==> src/rtl/vga_mem_arbiter_pkg.sv <==
// Shared types and widths for the VGA/CPU single-port RAM arbiter.
// Holds the arbiter state encoding and the wait-counter width.
package vga_mem_arbiter_pkg;

    localparam int ADDR_W_DEF = 16;
    localparam int DATA_W_DEF = 16;
    localparam int WAIT_CNT_W = 5;

    typedef enum logic [1:0] {
        ST_IDLE,
        ST_WAIT,
        ST_MEM,
        ST_CAPT
    } arb_state_t;

endpackage

==> src/rtl/vga_mem_arbiter.sv <==
// Shares one synchronous RAM between the VGA text master (absolute priority) and a CPU slave port.
// CPU ack 4 cycles after cs on an idle bus; each VGA-blocked cycle adds one; VGA is never stalled.
module vga_mem_arbiter
    import vga_mem_arbiter_pkg::*;
#(
    parameter int ADDR_W       = ADDR_W_DEF,
    parameter int DATA_W       = DATA_W_DEF,
    parameter int STARVE_LIMIT = 15
) (
    input  logic              i_clk,
    input  logic              i_reset,
    input  logic [ADDR_W-1:0] i_vga_addr,
    input  logic              i_vga_cs,
    input  logic              i_vga_access,
    output logic [DATA_W-1:0] o_vga_dat,
    input  logic [ADDR_W-1:0] i_cpu_addr,
    input  logic [DATA_W-1:0] i_cpu_dat,
    input  logic              i_cpu_cs,
    input  logic              i_cpu_we,
    output logic [DATA_W-1:0] o_cpu_dat,
    output logic              o_cpu_ack,
    output logic [ADDR_W-1:0] o_mem_addr,
    output logic [DATA_W-1:0] o_mem_dat,
    output logic              o_mem_cs,
    output logic              o_mem_we,
    input  logic [DATA_W-1:0] i_mem_dat,
    output logic              o_starve_err
);

    localparam logic [WAIT_CNT_W-1:0] CNT_MAX    = '1;
    localparam logic [WAIT_CNT_W-1:0] STARVE_CNT = WAIT_CNT_W'(STARVE_LIMIT);

    arb_state_t              state;
    logic [WAIT_CNT_W-1:0]   wait_cnt;
    logic [WAIT_CNT_W-1:0]   cnt_nxt;
    logic [ADDR_W-1:0]       lat_addr;
    logic [DATA_W-1:0]       lat_dat;
    logic                    lat_we;
    logic                    free;

    // A cycle is only safe for the CPU if VGA neither uses it nor claims the next one.
    assign free      = ~i_vga_cs & ~i_vga_access;
    assign cnt_nxt   = (wait_cnt == CNT_MAX) ? wait_cnt : wait_cnt + WAIT_CNT_W'(1);
    assign o_vga_dat = i_mem_dat;

    always_comb begin
        o_mem_cs   = 1'b0;
        o_mem_we   = 1'b0;
        o_mem_addr = '0;
        o_mem_dat  = '0;
        if (i_vga_cs) begin
            o_mem_cs   = 1'b1;
            o_mem_addr = i_vga_addr;
        end else if (state == ST_MEM) begin
            o_mem_cs   = 1'b1;
            o_mem_we   = lat_we;
            o_mem_addr = lat_addr;
            o_mem_dat  = lat_dat;
        end
    end

    always_ff @(posedge i_clk) begin
        if (i_reset) begin
            state        <= ST_IDLE;
            wait_cnt     <= '0;
            lat_addr     <= '0;
            lat_dat      <= '0;
            lat_we       <= 1'b0;
            o_cpu_dat    <= '0;
            o_cpu_ack    <= 1'b0;
            o_starve_err <= 1'b0;
        end else begin
            o_cpu_ack <= 1'b0;
            case (state)
                ST_IDLE: begin
                    // cs is still high during the ack cycle; that is the old request.
                    if (i_cpu_cs && !o_cpu_ack) begin
                        lat_addr <= i_cpu_addr;
                        lat_dat  <= i_cpu_dat;
                        lat_we   <= i_cpu_we;
                        wait_cnt <= '0;
                        state    <= ST_WAIT;
                    end
                end
                ST_WAIT: begin
                    if (free) begin
                        state <= ST_MEM;
                    end else begin
                        wait_cnt <= cnt_nxt;
                        if (cnt_nxt >= STARVE_CNT) begin
                            o_starve_err <= 1'b1;
                        end
                    end
                end
                ST_MEM: begin
                    // Unannounced VGA cs stole the RAM this cycle: retry.
                    state <= i_vga_cs ? ST_WAIT : ST_CAPT;
                end
                ST_CAPT: begin
                    if (!lat_we) begin
                        o_cpu_dat <= i_mem_dat;
                    end
                    o_cpu_ack <= 1'b1;
                    state     <= ST_IDLE;
                end
                default: state <= ST_IDLE;
            endcase
        end
    end

endmodule

==> config.mk <==
export PLATFORM = sky130hd
export DESIGN_NAME = vga_mem_arbiter
export DESIGN_NICKNAME = d
export VERILOG_FILES = /design/src/rtl/vga_mem_arbiter_pkg.sv /design/src/rtl/vga_mem_arbiter.sv
export SDC_FILE = /design/constraint.sdc
export NUM_CORES = 1
export LEC_CHECK = 0
export BUFFER_PORTS_ARGS = -buffer_cell sky130_fd_sc_hd__clkbuf_2
export CAP_MARGIN = 20
export CORE_ASPECT_RATIO = 0.75
export CORE_MARGIN = 3
export CORE_UTILIZATION = 45
export DETAILED_ROUTE_END_ITERATION = 6
export PLACE_DENSITY = 0.8
export SYNTH_ARGS = -nofsm -noshare
export SYNTH_HDL_FRONTEND = slang
export SYNTH_SLANG_ARGS = --single-unit
export TNS_END_PERCENT = 50
==> constraint.sdc <==
create_clock -name i_clk -period 1.8 [get_ports i_clk]
set_clock_uncertainty 0.05 [all_clocks]
set_input_delay 0.18 -clock i_clk [delete_from_list [all_inputs] [get_ports i_clk]]
set_output_delay 0.18 -clock i_clk [all_outputs]
set_load 0.02 [all_outputs]
==> results.toml <==
[route]
wl_per_cell_um = 13.4
drt-pass1-iter-count = 4
drcViolationCount = 0
routed_wl_mm = 7.06
viasPerCell = 5.03
via_count = 2649
drt_iter0_markers = 163
ant_nets = 0

[pwr]
ir_worst_vdd_mv = 0.505
powerDensity_nw_per_um2 = 823
pwr-share-seq_pct = 45.7
clkPwrFrac_pct = 40.2
netSwitchingFraction_pct = 24.4
p_switching_uw = 733
leakage_uw = 0.00167
internal_power_uw = 2270
pwr-share-comb_pct = 14.1

[synthesis]
synth_cell_types = 36
avgSynthCellArea_sq_um = 8.02
ys_warn_count = 0
ys_seq_elements = 58
seq_area_frac_synth_pct = 44.6
synth_flop_cell = "dfxtp_1"
syn_area_sq_um = 2610
syn_inst = 325
async_flop_share_pct = 0
synth_edf_count = 0
syn_nets = 396

[outcome]
status = "finished clean"

[clock_tree]
cts_hold_buf = 0
clock_latency_ps = 320
htreeDepth = 3
clkTransAtPathRegs_ps = 60
cts_buffer_depth = 2
cts_tree = "done"
root_buffer = "clkbuf_8"
cts_sinks = 58
cts_made_buffers = 9

[layout]
nNetsFinal = 519
area_growth_pct = 40.1
diodes = 0
fillerInstances = 477
layout.area.seq_sq_um = 1170
layout-drive-gt1-share_pct = 38.5
multi_input_area_sq_um = 1220
layout_commonest_cell = "clkbuf_2"
stdcell_count = 527
most-common-layout-cells = "clkbuf_2, nand2_1, dfxtp_1"

[placed_design]
dp.cells = 506
hpwl_mm = 5.00
finalWeightedCongestion = 0.779
dp_slack_ps = 160
portBuffers = 137

[timing]
hold_violations = 0
fmax_ghz = 0.563
tightest_slew_ps = 638
fin_crit_sh_pct = 98.7
min_period_ps = 1780
rsz0062_at_grt = "true"
slew_headroom_pct = 57.3
hold_slack_ps = 20.5
setup_viol = 0
worst_slack_ps = 23.5
slew_viol_final = 0

[floorplanning]
initial_core_util_pct = 47.7
die_h_um = 71.9
fp-row-count = 23
ios = 138
die_x_um = 93.9
core_area_sq_um = 5470
die_area_sq_um = 6750

[worst_setup_path]
r2r_start = "state[1]"
critPathMaxStageDelay_ps = 360
reg2reg_setup_slack_ps = 150
crit_type = "reg2out"
cp-start-kind = "flip-flop"
required_ps = 1570
worstPathArrival_ps = 1550
r2r-end = "wait_cnt[0]"
endpoint_kind = "output pin"
r2r_cells = 5
worstPathMaxFanout = 8
path_cells = "nand2b_4, nor2_4, bufbuf_16, and2_1, clkbuf_4"
slowest_stage = "dfxtp_4"

[min_path]
hold_path_class = "in2reg"
hold_end = "lat_dat[8]"
hp-start = "i_cpu_dat[8]"
holdPathStages = 3

[global_route]
grt_pass1_vias = 2468
grt_max_degree = 38
antenna_found_initial = 0
grt.total_usage_pct = 21.1
grt_overflow_total = 0
grt_first_pass_wirelength_mm = 11.1

[run]
drv_cap = 0
## power by group through the flow
stage	Sequential (uW)	Clock, uW	Combinational [uW]
finish	1370	1210	425
global route	1380	1300	469
CTS	1370	1240	407
detailed placement	1400	0	392
global placement	1400	0	386
floorplan	1390	0	268
## cells by family (layout without fill, tap and decap cells)
family,count (synthesis),after routing,synth area share (%)
buffers and inverters,40,167,9.36
DFF,58,58,44.6
and+or+nand+nor,143,143,25.7
AOI/OAI and AO/OA,82,82,19.5
adders and majority gates,1,1,0.480
xor gates and xnor gates,1,1,0.336
## state kept, by name, indices dropped and copies added, names as in the netlist
signal        flops
lat_addr         16
lat_dat          16
lat_we            1
o_cpu_ack         1
o_cpu_dat        16
o_starve_err      1
state             2
wait_cnt          5
## how the worst max path moves through the flow
stage	from	to	slack [ps]	cells past startpoint
after floorplan	state[0]	o_mem_addr[1]	230	5
after global placement	state[0]	wait_cnt[1]	190	3
after detailed placement	state[0]	wait_cnt[0]	160	3
after CTS	state[0]	o_mem_addr[11]	-20	5
after global routing	state[0]	o_mem_dat[12]	-40	5
final	state[0]	o_mem_dat[12]	20	5
## timing repair
action | CTS | global route
hold endpoints to repair | 0 | 0
gates resized for setup | 16 | 54
setup endpoints to repair | 33 | 33
buffers inserted | 2 | 2
pin swaps | 1 | 1
cloned | 2 | 0
## worst max-delay path: cells and delay by family (launching register included)
family        cells  cell delay [ps]
buf+inv           2              450
flops             1              360
simple gates      3              420
## stage by stage
stage | total power, uW | cell area, sq um | setup TNS, ps | util, %
after global routing | 3150 | 3650 | -320 | 66.8
after global placement | 1780 | 3220 | 0 | 59.0
final | 3010 | 3650 | 0 | 66.8
after floorplan | 1660 | 2610 | 0 | -
after detailed placement | 1790 | 3220 | 0 | 59.0
after CTS | 3020 | 3560 | -109 | 65.1
## layout make-up
type / instances / area share [%]
flip-flops and latches: 58 / 31.9
repair buffers: 152 / 26.5
clock inverters: 2 / 0.960
clock buffers: 13 / 4.63
multi-input cells: 227 / 33.4
well taps: 75 / 2.57
## synth_stat cells (all sizes together), types with 2 or more instances
| library cell | n | share of area [%] |
|---|---|---|
| nor2 | 4 | 0.58 |
| and4 | 3 | 1.0 |
| and2 | 17 | 4.1 |
| dfxtp | 58 | 45 |
| nor3 | 2 | 0.38 |
| nand4b | 2 | 0.67 |
| a21oi | 54 | 10 |
| a31oi | 2 | 0.48 |
| a22o | 16 | 5.4 |
| o311ai | 2 | 0.67 |
| clkbuf | 9 | 1.3 |
| and3 | 2 | 0.48 |
| nand2b | 3 | 0.72 |
| nand2 | 101 | 15 |
| nor2b | 2 | 0.48 |
| buf | 31 | 8.1 |
## metal layers
layer / wire [um] / track usage (%) / up-vias
met4: 115 / 8.33 / 0
met1: 2900 / 24.0 / 1192
met3: 625 / 6.63 / 9
met5: 0 / 0 / -
li1: - / - / 1333
met2: 3420 / 36.9 / 115
(Power assumes the default switching activity.)
